## config.mk

```make
export PLATFORM = sky130hd
export DESIGN_NAME = axi_wr_arbiter
export DESIGN_NICKNAME = d
export VERILOG_FILES = /design/src/rtl/axi_wr_arbiter.sv
export SDC_FILE = /design/constraint.sdc
export NUM_CORES = 1
export LEC_CHECK = 0
export ABC_AREA = 1
export CAP_MARGIN = 15
export CORE_UTILIZATION = 44
export DETAILED_ROUTE_END_ITERATION = 8
export PLACE_DENSITY = 0.75
export RECOVER_POWER = 50
export REMOVE_ABC_BUFFERS = 1
export SLEW_MARGIN = 30
export SYNTH_ARGS = -nofsm -noshare
export SYNTH_HDL_FRONTEND = slang
export SYNTH_SLANG_ARGS = --single-unit
```

## constraint.sdc

```tcl
create_clock -name clk_i -period 4.4 [get_ports clk_i]
set_input_delay 0.44 -clock clk_i [delete_from_list [all_inputs] [get_ports clk_i]]
set_output_delay 0.44 -clock clk_i [all_outputs]
set_load 0.005 [all_outputs]
```

## src/rtl/axi_wr_arbiter.sv

```systemverilog
// AXI write-channel arbiter: round-robin grants among NUM_MST masters for one
// AW/W burst at a time and routes each B response back to the master that
// issued the matching AW. The routing order is kept in a small FIFO.
module axi_wr_arbiter #(
    parameter int NUM_MST         = 4,
    parameter int MAX_OUTSTANDING = 8,
    localparam int IDX_W          = ($clog2(NUM_MST) > 1) ? $clog2(NUM_MST) : 1,
    localparam int CNT_W          = $clog2(MAX_OUTSTANDING) + 1
) (
    input  logic               clk_i,
    input  logic               rst_ni,
    input  logic [NUM_MST-1:0] mst_aw_valid_i,
    output logic [NUM_MST-1:0] mst_aw_ready_o,
    input  logic [NUM_MST-1:0] mst_w_valid_i,
    input  logic [NUM_MST-1:0] mst_w_last_i,
    output logic [NUM_MST-1:0] mst_w_ready_o,
    output logic [NUM_MST-1:0] mst_b_valid_o,
    input  logic [NUM_MST-1:0] mst_b_ready_i,
    output logic               slv_aw_valid_o,
    input  logic               slv_aw_ready_i,
    output logic               slv_w_valid_o,
    input  logic               slv_w_ready_i,
    input  logic               slv_b_valid_i,
    output logic               slv_b_ready_o,
    output logic [IDX_W-1:0]   aw_sel_o,
    output logic [IDX_W-1:0]   w_sel_o,
    output logic [CNT_W-1:0]   outstanding_o
);

    localparam int PTR_W = $clog2(MAX_OUTSTANDING);
    localparam int SUM_W = IDX_W + 1;

    typedef enum logic [1:0] {
        IDLE = 2'd0,
        ADDR = 2'd1,
        DATA = 2'd2
    } state_t;

    state_t           state;
    logic [IDX_W-1:0] grant;
    logic [IDX_W-1:0] rr_ptr;
    logic [IDX_W-1:0] next_grant;
    logic             req_any;
    logic [SUM_W-1:0] scan_sum;
    logic [IDX_W-1:0] scan_idx;

    logic [IDX_W-1:0] route_mem [MAX_OUTSTANDING];
    logic [PTR_W-1:0] wr_ptr;
    logic [PTR_W-1:0] rd_ptr;
    logic [CNT_W-1:0] count;
    logic [IDX_W-1:0] head;
    logic             fifo_full;
    logic             fifo_empty;
    logic             push;
    logic             pop;
    logic             aw_hs;
    logic             w_hs;

    assign fifo_full  = (count == CNT_W'(MAX_OUTSTANDING));
    assign fifo_empty = (count == '0);
    assign head       = route_mem[rd_ptr];

    assign aw_hs = slv_aw_valid_o & slv_aw_ready_i;
    assign w_hs  = slv_w_valid_o & slv_w_ready_i;
    assign push  = aw_hs;
    assign pop   = slv_b_valid_i & slv_b_ready_o;

    // Round-robin pick: scan downward from the farthest offset so the requester
    // closest to rr_ptr (in wrapping order) is the last one written and wins.
    always_comb begin
        next_grant = rr_ptr;
        req_any    = 1'b0;
        scan_sum   = '0;
        scan_idx   = '0;
        for (int i = NUM_MST - 1; i >= 0; i--) begin
            scan_sum = {1'b0, rr_ptr} + SUM_W'(i);
            if (scan_sum >= SUM_W'(NUM_MST)) begin
                scan_sum = scan_sum - SUM_W'(NUM_MST);
            end
            scan_idx = scan_sum[IDX_W-1:0];
            if (mst_aw_valid_i[scan_idx]) begin
                next_grant = scan_idx;
                req_any    = 1'b1;
            end
        end
    end

    // Burst sequencer: grant in IDLE, forward AW in ADDR, forward W until WLAST.
    always_ff @(posedge clk_i) begin
        if (!rst_ni) begin
            state  <= IDLE;
            grant  <= '0;
            rr_ptr <= '0;
        end else begin
            case (state)
                IDLE: begin
                    if (req_any && !fifo_full) begin
                        grant <= next_grant;
                        state <= ADDR;
                    end
                end
                ADDR: begin
                    if (aw_hs) begin
                        state <= DATA;
                    end
                end
                DATA: begin
                    if (w_hs && mst_w_last_i[grant]) begin
                        state  <= IDLE;
                        rr_ptr <= (grant == IDX_W'(NUM_MST - 1)) ? '0 : grant + 1'b1;
                    end
                end
                default: state <= IDLE;
            endcase
        end
    end

    // Handshake steering; everything is forced low while reset is asserted so
    // stale FIFO or FSM contents cannot leak out before the first reset edge.
    always_comb begin
        mst_aw_ready_o = '0;
        mst_w_ready_o  = '0;
        mst_b_valid_o  = '0;
        slv_aw_valid_o = 1'b0;
        slv_w_valid_o  = 1'b0;
        slv_b_ready_o  = 1'b0;
        if (rst_ni) begin
            case (state)
                ADDR: begin
                    slv_aw_valid_o        = mst_aw_valid_i[grant];
                    mst_aw_ready_o[grant] = slv_aw_ready_i;
                end
                DATA: begin
                    slv_w_valid_o        = mst_w_valid_i[grant];
                    mst_w_ready_o[grant] = slv_w_ready_i;
                end
                default: ;
            endcase
            if (!fifo_empty) begin
                mst_b_valid_o[head] = slv_b_valid_i;
                slv_b_ready_o       = mst_b_ready_i[head];
            end
        end
    end

    assign aw_sel_o      = rst_ni ? grant : '0;
    assign w_sel_o       = rst_ni ? grant : '0;
    assign outstanding_o = rst_ni ? count : '0;

    // B-route FIFO pointers and occupancy; a push and pop together leave count alone.
    always_ff @(posedge clk_i) begin
        if (!rst_ni) begin
            wr_ptr <= '0;
            rd_ptr <= '0;
            count  <= '0;
        end else begin
            if (push) begin
                wr_ptr <= wr_ptr + 1'b1;
            end
            if (pop) begin
                rd_ptr <= rd_ptr + 1'b1;
            end
            case ({push, pop})
                2'b10:   count <= count + 1'b1;
                2'b01:   count <= count - 1'b1;
                default: count <= count;
            endcase
        end
    end

    // B-route storage: remembers which master owns each accepted AW.
    always_ff @(posedge clk_i) begin
        if (push) begin
            route_mem[wr_ptr] <= grant;
        end
    end

endmodule

```

==> metrics.txt <==
status=finished with violations; Yosys warning count=0; Initial Util=0.471; Synth Area per Inst=7.30 um^2; TritonCTS Sinks=35; DRC viols=2; layout cell share with drive strength beyond 1=0.0541; CTS tree=done; Cells after Synth=289; setup repair bufs after CTS=0; post-route ant nets=0; CORE AREA=4470 um^2; clk buf depth=2; DR vias=1885; crit-path max FO=21; grt met3 use=0.0464; Hold Path Cell Cnt=2; hold crit path type=flip-flop to flip-flop; Die ar.=5070 um^2; CTS Buf Count=5; top_reg_cell synth=dfxtp_1; Overflow after GRT=0; Worst setup EP type=flip-flop; HPWL after detailed placement=3.42 mm; # rows=24; Cell Area, Synth=2110 um^2; root buffer cell=clkbuf_8; largest net degree at the start of global routing=22; Skew-Pair Late Insertion Delay=0.29 ns; Distinct cells, synth=32; failing checks=DRC; drt total wl=4.49 mm; Peak Freq=0.317 GHz; Initial DRC Count=57; Yosys top cell area share=0.228; area delta synth->final=24.3%; Setup WS post-layout=1.25 ns; dominant cell type by area after synthesis=edfxtp_1; die width=71.2 um; final core utilization=0.586; CP Launch Type=input pin; Synth area leaders=edfxtp_1, dfxtp_1, nand2_1; drt pass-1 iters=7; Tcrit/Tclk final=0.716; wire length per cell=11.7 um; peak supply drop=0.151 mV; RSZ-0062 raised after global routing=no; final hold viol count=0; max-slew violations=0; post-synthesis sequential area ratio=0.408; Die Y=71.2 um; vias in the first global route=1788; Clock Skew=0.00622 ns; Total GRT Usage=0.198; max-slew headroom at the worst pin=0.518; most frequent cells after synthesis=nand2_1, inv_1, nor2_1; Filler Cell Count=430; met1 Usage GRT=0.231; Routability Congestion=0.790; count leader, synth=nand2_1; multi-input logic area=1000 um^2; fin crit period=3.15 ns; setup slack at placement=1.10 ns; Top Usage Layer GRT=met2; GR Util met2=0.346; nets=362; antenna cells=0; clock transition at the registers of the reported paths=0.07 ns; Req. time, crit path=4.58 ns; Post-synth ARST share=0; R2R cell count=17; Storage cell area=861 um^2; synthesis-stage register bit count=35; first-pass GRT wire length=7.79 mm; setup tns final=0 ns; P_leak=1.21 nW; Worst-Margin Slew=0.721 ns; max cap viols=0; IO Pins=44; Post-synth EDFFs=16; port bufs=43; PD cells=272 nW/um^2; Final setup viols=0; WS Path Type=input pin to flip-flop; CTS Hold Bufs=0; crit path DAT=3.33 ns; htree depth=2; post-CTS sizing=0; routed vias/inst=4.90; initial antenna violation count=0
through the flow:
step / std cells / cell area (um^2) / hold WS, ns / power [W]
after floorplan: 282 / 2060 / 0.463 / 0.000447
after global placement: 377 / 2560 / 0.480 / 0.000500
after detailed placement: 377 / 2560 / 0.494 / 0.000502
after CTS: 385 / 2640 / 0.505 / 0.000723
after global routing: 385 / 2620 / 0.541 / 0.000751
final: 385 / 2620 / 0.504 / 0.000713
layer usage:
metal	part of all wire	up-vias
met5	0	-
met4	0.019	0
met3	0.039	8
met2	0.50	33
met1	0.44	841
li1	-	1003
where the power goes:
part	switching (W)	internal, W	total [W]
combinational	0.0000646	0.0000557	0.000120
clock	0.000114	0.000109	0.000222
sequential	0.0000186	0.000352	0.000371
cell families after synthesis:
group,after synthesis,share of synthesized area
DFF,35,0.408
adders and majority gates,9,0.0534
and+or+nand+nor,153,0.321
buffers and inverters,54,0.108
AOI/OAI and AO/OA,33,0.0884
xor gates and xnor gates,5,0.0208
critical path, cell delays in order:
cell and delay [ns]:
dlygate4sd3_1 1.00, inv_1 0.28, nor2_1 0.17, nand3_1 0.08
inv_1 0.08, nand2_1 0.16, ha_1 0.27, nand2_1 0.08
inv_1 0.05, nor2_1 0.13, nand3_1 0.12, o31ai_1 0.10
o211ai_1 0.14, o21ai_0 0.16, a21oi_1 0.05
flip-flops by register name, indices dropped and copies added (netlist names), named ones only:
signal     flops
route_mem     16
grant          2
state          2
count          4
rr_ptr         2
wr_ptr         3
rd_ptr         3
layout make-up:
type	count	share of cell area
clock inverter	2	0.00334
sequential	35	0.328
inverter	47	0.0702
timing repair buffer	43	0.164
tap	52	0.0248
multi-input combinational	200	0.381
clock buffer	6	0.0277
final timing paths:
check | startpoint | end | slack [ns]
setup / recovery | rst_ni | count[3]$_SDFFE_PN0P_ | 1.25
hold / removal | wr_ptr[0]$_SDFFE_PN0P_ | wr_ptr[0]$_SDFFE_PN0P_ | 0.50
hold reg to reg | wr_ptr[0]$_SDFFE_PN0P_ | wr_ptr[0]$_SDFFE_PN0P_ | 0.50
setup reg to reg | flip-flop | count[3]$_SDFFE_PN0P_ | 1.70
cells in the final DEF (no fill, tap or decap):
master,synthesis,routed
a211oi_1,1,1
a21oi_1,14,15
a22o_1,1,1
a31oi_1,1,1
clkbuf_1,2,1
clkbuf_8,0,5
clkdlybuf4s50_1,0,37
clkinv_1,0,1
clkinv_2,0,1
dfxtp_1,19,19
dlygate4sd3_1,0,6
edfxtp_1,16,16
ha_1,9,9
inv_1,43,44
inv_2,3,2
inv_8,1,1
nand2_1,77,79
nand2_2,6,4
nand2_4,1,1
nand3_1,22,22
nand3_2,3,3
nand3b_1,1,1
nor2_1,29,29
nor2_2,1,1
nor3_1,12,13
o211ai_1,2,2
o21a_1,1,1
o21ai_0,8,9
o21ai_1,3,2
o31ai_1,1,1
xnor2_1,1,1
xor2_1,4,4
Note: power is estimated with default switching activity, not from simulation.
